<file path="src/rtl/tmr_pkg.sv">
`default_nettype none
// ============================================================================
//  Module   : tmr_pkg
//  Purpose  : Shared types and constants for the TMR fault-injection block.
//             Holds the campaign state encoding, the lane encoding, the LFSR
//             feedback mask and the default LFSR seed, plus two small helpers.
//  Revision : 1.0  initial release
// ============================================================================
package tmr_pkg;

    // Campaign sequencer states
    typedef enum logic [2:0] {
        ST_IDLE   = 3'd0,
        ST_INJECT = 3'd1,
        ST_CHECK  = 3'd2,
        ST_GAP    = 3'd3,
        ST_DONE   = 3'd4
    } tmr_state_t;

    // Replica lane identifiers
    typedef enum logic [1:0] {
        LANE_A = 2'd0,
        LANE_B = 2'd1,
        LANE_C = 2'd2
    } tmr_lane_t;

    // Fibonacci feedback taps 16,14,13,11 -> state bits 15,13,12,10
    localparam logic [15:0] c_lfsr_taps    = 16'hB400;
    localparam logic [15:0] c_default_seed = 16'hACE1;

    // Two random bits pick a lane; the unused code 3 folds onto lane A.
    function automatic tmr_lane_t lane_from_bits(input logic [1:0] b);
        return (b == 2'd3) ? LANE_A : tmr_lane_t'(b);
    endfunction

    // Counter increment that sticks at all-ones instead of wrapping.
    function automatic logic [15:0] sat_inc(input logic [15:0] v);
        return (v == 16'hFFFF) ? v : v + 16'd1;
    endfunction

endpackage
`default_nettype wire

</file>
<file path="src/rtl/tmr_lfsr16.sv">
`default_nettype none
// ============================================================================
//  Module   : tmr_lfsr16
//  Purpose  : 16-bit Fibonacci LFSR (taps 16,14,13,11), left-shifting, with
//             the feedback bit entering at bit 0. Loads seed on reset and
//             advances one step per cycle while en is high.
//  Ports    : clk   - clock
//             rst   - synchronous active-high reset (loads seed)
//             en    - advance enable
//             seed  - reset value, must be non-zero
//             state - current register contents
//  Revision : 1.0  initial release
// ============================================================================
module tmr_lfsr16
    import tmr_pkg::*;
(
    input  logic        clk,
    input  logic        rst,
    input  logic        en,
    input  logic [15:0] seed,
    output logic [15:0] state
);

    logic [15:0] r_state;
    logic        w_feedback;

    assign w_feedback = ^(r_state & c_lfsr_taps);

    always_ff @(posedge clk) begin
        if (rst) begin
            r_state <= seed;
        end else if (en) begin
            r_state <= {r_state[14:0], w_feedback};
        end
    end

    assign state = r_state;

endmodule
`default_nettype wire

</file>
<file path="src/rtl/tmr_fault_injector.sv">
`default_nettype none
// ============================================================================
//  Module   : tmr_fault_injector
//  Purpose  : Drives three replica lanes into an external TMR voter, flips a
//             single pseudo-random bit in one pseudo-random lane per
//             injection, and scores the voter's response.
//             Per injection: INJECT (lane corrupted on exit) -> CHECK (voter
//             sampled, lanes restored on exit) -> GAP (voter must be quiet).
//  Ports    : clk, rst              - clock, synchronous active-high reset
//             start                 - begin a campaign (honoured in IDLE only)
//             num_faults            - number of injections, latched on start
//             data_in               - golden value, latched on start
//             lane_a/lane_b/lane_c  - registered replicas to the voter
//             voter_out, voter_err  - voter result and disagreement flag
//             busy                  - high during INJECT, CHECK and GAP
//             done                  - one-cycle pulse ending a campaign
//             fault_lane            - lane of the latest injection (0=a,1=b,2=c)
//             mismatch_count        - CHECK cycles with voter_out != golden
//             miss_count            - CHECK cycles with voter_err low
//             false_err_count       - GAP cycles with voter_err high
//  Revision : 1.0  initial release
// ============================================================================
module tmr_fault_injector
    import tmr_pkg::*;
#(
    parameter int          WIDTH = 8,
    parameter logic [15:0] SEED  = c_default_seed
) (
    input  logic             clk,
    input  logic             rst,
    input  logic             start,
    input  logic [15:0]      num_faults,
    input  logic [WIDTH-1:0] data_in,
    output logic [WIDTH-1:0] lane_a,
    output logic [WIDTH-1:0] lane_b,
    output logic [WIDTH-1:0] lane_c,
    input  logic [WIDTH-1:0] voter_out,
    input  logic             voter_err,
    output logic             busy,
    output logic             done,
    output logic [1:0]       fault_lane,
    output logic [15:0]      mismatch_count,
    output logic [15:0]      miss_count,
    output logic [15:0]      false_err_count
);

    localparam int c_bit_w = (WIDTH > 1) ? $clog2(WIDTH) : 1;

    tmr_state_t       r_state;
    logic [WIDTH-1:0] r_data_q;
    logic [15:0]      r_remaining;
    logic [WIDTH-1:0] r_lane_a;
    logic [WIDTH-1:0] r_lane_b;
    logic [WIDTH-1:0] r_lane_c;
    tmr_lane_t        r_fault_lane;
    logic             r_busy;
    logic             r_done;
    logic [15:0]      r_mismatch;
    logic [15:0]      r_miss;
    logic [15:0]      r_false_err;

    logic [15:0]        w_lfsr;
    logic               w_lfsr_en;
    tmr_lane_t          w_lane;
    logic [c_bit_w-1:0] w_bit;
    logic [WIDTH-1:0]   w_flip;
    logic               w_unused_lfsr;

    // The LFSR steps on the edge that leaves INJECT, so each injection is
    // chosen from the value held during its INJECT cycle; the very first
    // injection after reset therefore uses SEED itself.
    assign w_lfsr_en = (r_state == ST_INJECT);

    tmr_lfsr16 u_lfsr (
        .clk   (clk),
        .rst   (rst),
        .en    (w_lfsr_en),
        .seed  (SEED),
        .state (w_lfsr)
    );

    // WIDTH is a power of two, so "mod WIDTH" is just the low bits of [15:8].
    assign w_lane        = lane_from_bits(w_lfsr[1:0]);
    assign w_bit         = w_lfsr[8 +: c_bit_w];
    assign w_flip        = {{(WIDTH-1){1'b0}}, 1'b1} << w_bit;
    assign w_unused_lfsr = ^w_lfsr;

    always_ff @(posedge clk) begin
        if (rst) begin
            r_state      <= ST_IDLE;
            r_data_q     <= '0;
            r_remaining  <= '0;
            r_lane_a     <= '0;
            r_lane_b     <= '0;
            r_lane_c     <= '0;
            r_fault_lane <= LANE_A;
            r_busy       <= 1'b0;
            r_done       <= 1'b0;
            r_mismatch   <= '0;
            r_miss       <= '0;
            r_false_err  <= '0;
        end else begin
            r_done <= 1'b0;
            case (r_state)
                ST_IDLE: begin
                    if (start) begin
                        r_data_q    <= data_in;
                        r_remaining <= num_faults;
                        r_mismatch  <= '0;
                        r_miss      <= '0;
                        r_false_err <= '0;
                        // Lanes track the new golden value straight away so
                        // none of them differs from it outside CHECK.
                        r_lane_a    <= data_in;
                        r_lane_b    <= data_in;
                        r_lane_c    <= data_in;
                        if (num_faults == 16'd0) begin
                            r_state <= ST_DONE;
                            r_busy  <= 1'b0;
                        end else begin
                            r_state <= ST_INJECT;
                            r_busy  <= 1'b1;
                        end
                    end
                end

                ST_INJECT: begin
                    r_lane_a     <= (w_lane == LANE_A) ? (r_data_q ^ w_flip) : r_data_q;
                    r_lane_b     <= (w_lane == LANE_B) ? (r_data_q ^ w_flip) : r_data_q;
                    r_lane_c     <= (w_lane == LANE_C) ? (r_data_q ^ w_flip) : r_data_q;
                    r_fault_lane <= w_lane;
                    r_state      <= ST_CHECK;
                end

                ST_CHECK: begin
                    if (voter_out != r_data_q) begin
                        r_mismatch <= sat_inc(r_mismatch);
                    end
                    if (!voter_err) begin
                        r_miss <= sat_inc(r_miss);
                    end
                    r_lane_a <= r_data_q;
                    r_lane_b <= r_data_q;
                    r_lane_c <= r_data_q;
                    r_state  <= ST_GAP;
                end

                ST_GAP: begin
                    if (voter_err) begin
                        r_false_err <= sat_inc(r_false_err);
                    end
                    r_remaining <= r_remaining - 16'd1;
                    if (r_remaining == 16'd1) begin
                        r_state <= ST_DONE;
                        r_busy  <= 1'b0;
                    end else begin
                        r_state <= ST_INJECT;
                    end
                end

                ST_DONE: begin
                    // done is registered off DONE, so it shows in the cycle
                    // after DONE: 3N+1 cycles after the accepting edge.
                    r_done  <= 1'b1;
                    r_state <= ST_IDLE;
                end

                default: begin
                    r_state <= ST_IDLE;
                    r_busy  <= 1'b0;
                end
            endcase
        end
    end

    assign lane_a          = r_lane_a;
    assign lane_b          = r_lane_b;
    assign lane_c          = r_lane_c;
    assign busy            = r_busy;
    assign done            = r_done;
    assign fault_lane      = r_fault_lane;
    assign mismatch_count  = r_mismatch;
    assign miss_count      = r_miss;
    assign false_err_count = r_false_err;

endmodule
`default_nettype wire

</file>
<file path="config.mk">
export PLATFORM = sky130hd
export DESIGN_NAME = tmr_fault_injector
export DESIGN_NICKNAME = d
export VERILOG_FILES = /design/src/rtl/tmr_pkg.sv /design/src/rtl/tmr_lfsr16.sv /design/src/rtl/tmr_fault_injector.sv
export SDC_FILE = /design/constraint.sdc
export NUM_CORES = 1
export LEC_CHECK = 0
export ABC_AREA = 1
export CORE_MARGIN = 5
export CORE_UTILIZATION = 30
export CTS_BUF_LIST = sky130_fd_sc_hd__clkbuf_16
export DETAILED_ROUTE_END_ITERATION = 8
export DONT_BUFFER_PORTS = 1
export MAX_ROUTING_LAYER = met4
export PLACE_DENSITY = 0.41
export SLEW_MARGIN = 25
export SYNTH_ARGS = -nofsm -noshare
export SYNTH_HDL_FRONTEND = slang
export SYNTH_SLANG_ARGS = --single-unit
</file>
<file path="constraint.sdc">
create_clock -name clk -period 3.6 [get_ports clk]
set_input_delay 1.08 -clock clk [delete_from_list [all_inputs] [get_ports clk]]
set_output_delay 1.08 -clock clk [all_outputs]
set_load 0.005 [all_outputs]
</file>
Yosys cells after proc, flatten, opt, wreduce, memory -nomap -nowiden. Cells that the tools add are included.

Mux-type cells: 29. Bitwise operators: 2. Add/subtract/negate cells: 4. Shifts and indexed selects: 1. Reductions and logical operators: 15. Eq/ne operators: 20.

Operator list (count): $mux 16 (8); $pmux 16 s2 (4); $pmux 8 s3 (3); $add 16x1->16 const B (3); $eq 16x16->1 const B (3); $mux 8 (4); $eq 16x1->1 const B (1); $logic_not 16->1 (1); $ne 2x2->1 const B (8); $reduce_xor 16->1 (1); $sub 16x1->16 const B (1); $pmux 3 s4 (1); $reduce_and 4->1 (3); $mux 3 (3); $ne 8x8->1 (1); $shl 1x3->8 const A (1); $xor 8x8->8 (1); $eq 3x2->1 const B (2); $reduce_and 2->1 (3); $eq 2x2->1 const B (2); $mux 1 (4); $reduce_bool 2->1 (2); $eq 3x1->1 const B (1); $eq 3x3->1 const B (1); other kinds (9) (9).

Output and inout bits: 76. Register bits: 119. Logic and storage cells: 84.

Depth between registers and ports, before layout.
Word-level depth: 5. Mapped depth: 12. Mapped depth without buffers: 11.

Hierarchy. From an unflattened synthesis, not the netlist that was laid out.

Cell total of the unflattened synthesis: 1088. Area, all modules: 7161.9 µm².

By module, submodules not included: tmr_fault_injector (instances 1, seq. area each 2062.0 µm², area an instance 6399.9 µm², cells an instance 1004); tmr_lfsr16 (instances 1, seq. area each 480.5 µm², area an instance 762.0 µm², cells an instance 84).

Worst setup path after synthesis. No wires, ideal clock.

Path kind: input-to-reg. From: input rst. To: register r_miss[1] (netlist: miss_count[1]). Library setup time: 0.064 ns. Arrival: 2.085 ns. Stages: 6. Slack: 1.450 ns. Buffers on the path: 3. Cell sequence: clkbuf_1 -> inv_1 -> clkbuf_1 -> clkbuf_1 -> o21ai_0 -> nor2_1.

RTL lines: start: declaration (RTL line tmr_fault_injector.sv:30) `input logic rst,`; end signal: assignment (RTL line tmr_fault_injector.sv:140) `r_miss <= sat_inc(r_miss);`; end: declaration (RTL line tmr_fault_injector.sv:59) `logic [15:0] r_miss;`.

Worst setup path after layout.
From: register r_miss[0] (netlist: miss_count[0]). To: register r_miss[1] (netlist: miss_count[1]).

Word-level cells in the longest chain between the ends: 4. Elaborated cells on any way between the ends: 7.

RTL lines: $add 16x1->16 (RTL line tmr_pkg.sv:38) `return (v == 16'hFFFF) ? v : v + 16'd1;`; $mux 16 (RTL line tmr_pkg.sv:38); $mux 16 (RTL line tmr_fault_injector.sv:139) `if (!voter_err) begin`; $pmux 16 s2 (RTL line tmr_fault_injector.sv:104) `case (r_state)`.

Several ways; a longest one is shown, not always the timed one. The select of a mux whose other input is x is not followed. A chain may end at the register's enable or synchronous reset.

==> impl_metrics.csv <==
group,metric,value,unit
timing,tightest_slew,0.7435,ns
timing,maxSlewHeadroom,50.38,%
clocking,clkTransAtPathRegs,0.06,ns
place,dp_hpwl,14.32,mm
clocking,post_cts_resized,0,
floorplan,rows,54,
timing,rsz0062_at_grt,"no",
global_routing,grt_antenna_before_repair,0,
critical_path,reg2reg_from,"miss_count[0]",
logic_synthesis,yosysSeqAreaShare,36.01,%
route,via_per_inst,4.865,
cells_and_area,multi_input_area,3690,µm²
timing,setup_tns,0,ns
timing,fin_crit,2.303,ns
logic_synthesis,synth-xor-area-share,3.045,%
logic_synthesis,ys.flop_type,"dfxtp_1",
floorplan,io_pins,112,
pwr,switching_power,1461,µW
global_routing,grt_use_total,16.24,%
clocking,post_cts_buffers,0,
global_routing,grt_pass1_wl,31.77,mm
cells_and_area,synthToLayoutAreaGrowth,11.59,%
timing,fin_skew,0.01045,ns
clocking,root_buffer,"clkbuf_16",
route,vias,6276,
clocking,clk-insertion-delay-late,0.41,ns
critical_path,worstPathCellList,"ha_1 -> inv_1 -> nor2_2 -> nand2_1 -> nor2_1 -> nand2_1 -> nand2_1 -> nand2_2 -> o21ai_0 -> nor2_1",
clocking,clk_path_buf_depth,2,
pwr,power_frac_seq,37.9,%
route,wl,19.61,mm
critical_path,worstSetupPathType,"flop to flop",
place,gp_congestion,0.8090,
timing,slew_viol_final,0,
route,avgRoutedWirePerCell,15.20,µm
critical_path,rr_endpoint,"miss_count[1]",
cells_and_area,regArea,2382,µm²
critical_path,crit_family,"simple AND/OR/NAND/NOR gates",
logic_synthesis,synth_top_family_by_area,"simple AND/OR/NAND/NOR gates",
worst_hold_path,min_to,"u_lfsr.state[4]",
critical_path,cp.required,3.90,ns
cells_and_area,num_antenna_cells,0,
pwr,clkPwrFrac,39.5,%
critical_path,cp.arrival,2.60,ns
logic_synthesis,synth-compound-area-share,17.97,%
route,drc,0,
critical_path,worstPathMaxFanout,26,
timing,hold_viol,0,
worst_hold_path,hold-path-cell-count,2,
pwr,total_power,4324,µW
clocking,cts_tree,"done",
logic_synthesis,syn_avg_cell_area,6.505,µm²
pwr,internal-power,2863,µW
cells_and_area,fillers,2431,
logic_synthesis,synthAdderAreaFrac,1.702,%
timing,fin_crit_sh,63.97,%
floorplan,die_x,158.5,µm
critical_path,cp_slowest_stage_delay,0.45,ns
critical_path,r2r_slack,1.30,ns
job,cap_violations,0,
global_routing,grt.overflow.total,0,
floorplan,dieHeight,158.5,µm
clocking,htree_levels,4,
critical_path,critPathCaptureType,"flop",
clocking,cts_hold_buf,0,
floorplan,core_area,21760,µm²
clocking,clock_sinks,119,
pwr,power_density,585.7,nW/µm²
logic_synthesis,synth_area,6615,µm²
logic_synthesis,yosys_warnings,0,
place,io_buffers,0,
worst_hold_path,min_from,"u_lfsr.state[4]",
global_routing,grt_max_degree,50,
critical_path,slowest_stage,"dfxtp_1",
timing,setup_viol,0,
cells_and_area,final_nets,1043,
logic_synthesis,synth_cells,1017,
floorplan,die-area,25120,µm²
logic_synthesis,synthMuxAreaShare,0,%
critical_path,cp-start-kind,"flop",
pwr,switching_share,33.78,%
cells_and_area,drive_gt1_share,6.040,%
critical_path,crit_buf_inv,1,
logic_synthesis,yosys.area_share.simple,33.06,%
route,dr.pass1.iters,5,
global_routing,grt_pass1_vias,6078,
outcome,outcome,"finished, final reports clean",
critical_path,crit_top_cell,"nand2_1",
logic_synthesis,ys_types,34,
logic_synthesis,async_flop_share,0,%
pwr,worst_ir_drop_vdd,0.2518,mV
floorplan,start_util,30.41,%
logic_synthesis,syn_nets,1062,
route,drt-initial-drc-count,289,
timing,fmax,0.4342,GHz
pwr,pwr-share-comb,22.5,%
route,drtAntennaViolNets,0,
worst_hold_path,min_path_type,"flop to flop",
critical_path,crit_cells,10,
critical_path,reg2reg_depth,10,
clocking,cts_buffers,17,
logic_synthesis,synth-edff-count,0,
pwr,p_leak,0.002699,µW
logic_synthesis,ys_seq_elements,119,
==> registers in the layout (all words and copies together), names as in the netlist <==
name / cells
mismatch_count: 16
fault_lane: 2
busy: 1
false_err_count: 16
u_lfsr.state: 16
miss_count: 16
r_state: 3
done: 1
lane_a: 8
r_data_q: 8
lane_c: 8
lane_b: 8
r_remaining: 16
==> cell usage after synthesis, types with 2 or more instances <==
library cell,instances,share of area (%)
nand3_1,77,5.8
or2_2,2,0.19
nor2_1,129,7.3
nand2_1,262,15
a21oi_1,102,7.7
o211ai_1,28,3.2
inv_1,85,4.8
dfxtp_1,119,36
xnor2_1,7,0.93
xor2_1,16,2.1
ha_1,9,1.7
nor3_1,17,1.3
nand4_1,13,1.2
inv_2,5,0.28
nor2_2,8,0.76
o21ai_0,58,4.4
o22ai_1,5,0.47
nand2_4,2,0.34
buf_2,11,0.83
o21bai_1,7,0.79
buf_1,5,0.28
buf_6,4,0.68
clkbuf_1,23,1.3
o21a_1,2,0.23
nand2_2,5,0.47
a31oi_1,8,0.76
==> cell families after synthesis <==
| family | after synthesis |
|---|---|
| AOI/OAI and AO/OA | 213 |
| adders and majority gates | 9 |
| buffers and inverters | 133 |
| and+or+nand+nor | 520 |
| xor gates and xnor gates | 23 |
| DFF | 119 |
==> worst register-to-register path, delay by kind of cell, from the launching register on <==
family	cells	cell delay, ns
adder cells (fa/ha/maj)	1	0.28
flip-flops	1	0.45
AND/OR/NAND/NOR	7	1.11
buffers and inverters	1	0.09
AO/OA/AOI/OAI	1	0.27
==> how the worst max path moves through the flow <==
stage | from | end | slack, ns
after global placement | start | miss_count[11] | 1.16
after detailed placement | start | miss_count[8] | 1.11
final | miss_count[0] | miss_count[1] | 1.30
after CTS | miss_count[0] | miss_count[1] | 1.28
after floorplan | rst | miss_count[1] | 1.45
after global routing | miss_count[0] | miss_count[1] | 1.02
==> final cells by class <==
class / instances / share of cell area (%)
Multi-Input combinational cell: 765 / 49.98
Sequential cell: 119 / 32.27
Clock buffer: 17 / 5.763
Tap cell: 280 / 4.746
Inverter: 90 / 4.576
Clock inverter: 14 / 2.153
Timing Repair Buffer: 5 / 0.5085
==> metal layers <==
| layer | GRT usage (%) | wire length, µm | part of all wire (%) |
|---|---|---|---|
| met5 | - | 0 | 0 |
| met3 | 5.083 | 1407 | 7.2 |
| met1 | 20.36 | 9029 | 46 |
| met2 | 25.99 | 9030 | 46 |
| met4 | 3.168 | 142 | 0.72 |
==> through the flow <==
| step | instance area (µm²) | hold WS [ns] | utilization, % | cells | setup WS [ns] |
|---|---|---|---|---|---|
| 4_1_cts | 7382 | 0.4548 | 33.93 | 1290 | 1.276 |
| 2_1_floorplan | 6615 | 0.4292 | - | 1017 | 1.450 |
| 3_5_place_dp | 6798 | 0.4471 | 31.25 | 1259 | 1.111 |
| 6_report | 7382 | 0.4505 | 33.93 | 1290 | 1.297 |
| 3_3_place_gp | 6798 | 0.4437 | 31.25 | 1259 | 1.161 |
| 5_1_grt | 7382 | 0.4854 | 33.93 | 1290 | 1.018 |
==> power groups by stage <==
stage               sequential (µW)  clock, µW  combinational, µW
finish                         1640       1710                974
CTS                            1650       1760                995
detailed placement             1670          0                990
floorplan                      1610          0                817
global placement               1680          0                989
global route                   1670       1840               1120
==> cells in the final DEF, fill, tap and decap left out, types with 13 or more instances in the layout <==
master and n:
inv_1 85, o21ai_0 58, a21oi_1 102, nand4_1 13
clkbuf_16 17, nor2_1 129, nand2_1 262, xor2_1 16
nand3_1 77, nor3_1 17, o211ai_1 28, dfxtp_1 119
Note: power is estimated with default switching activity, not from simulation.
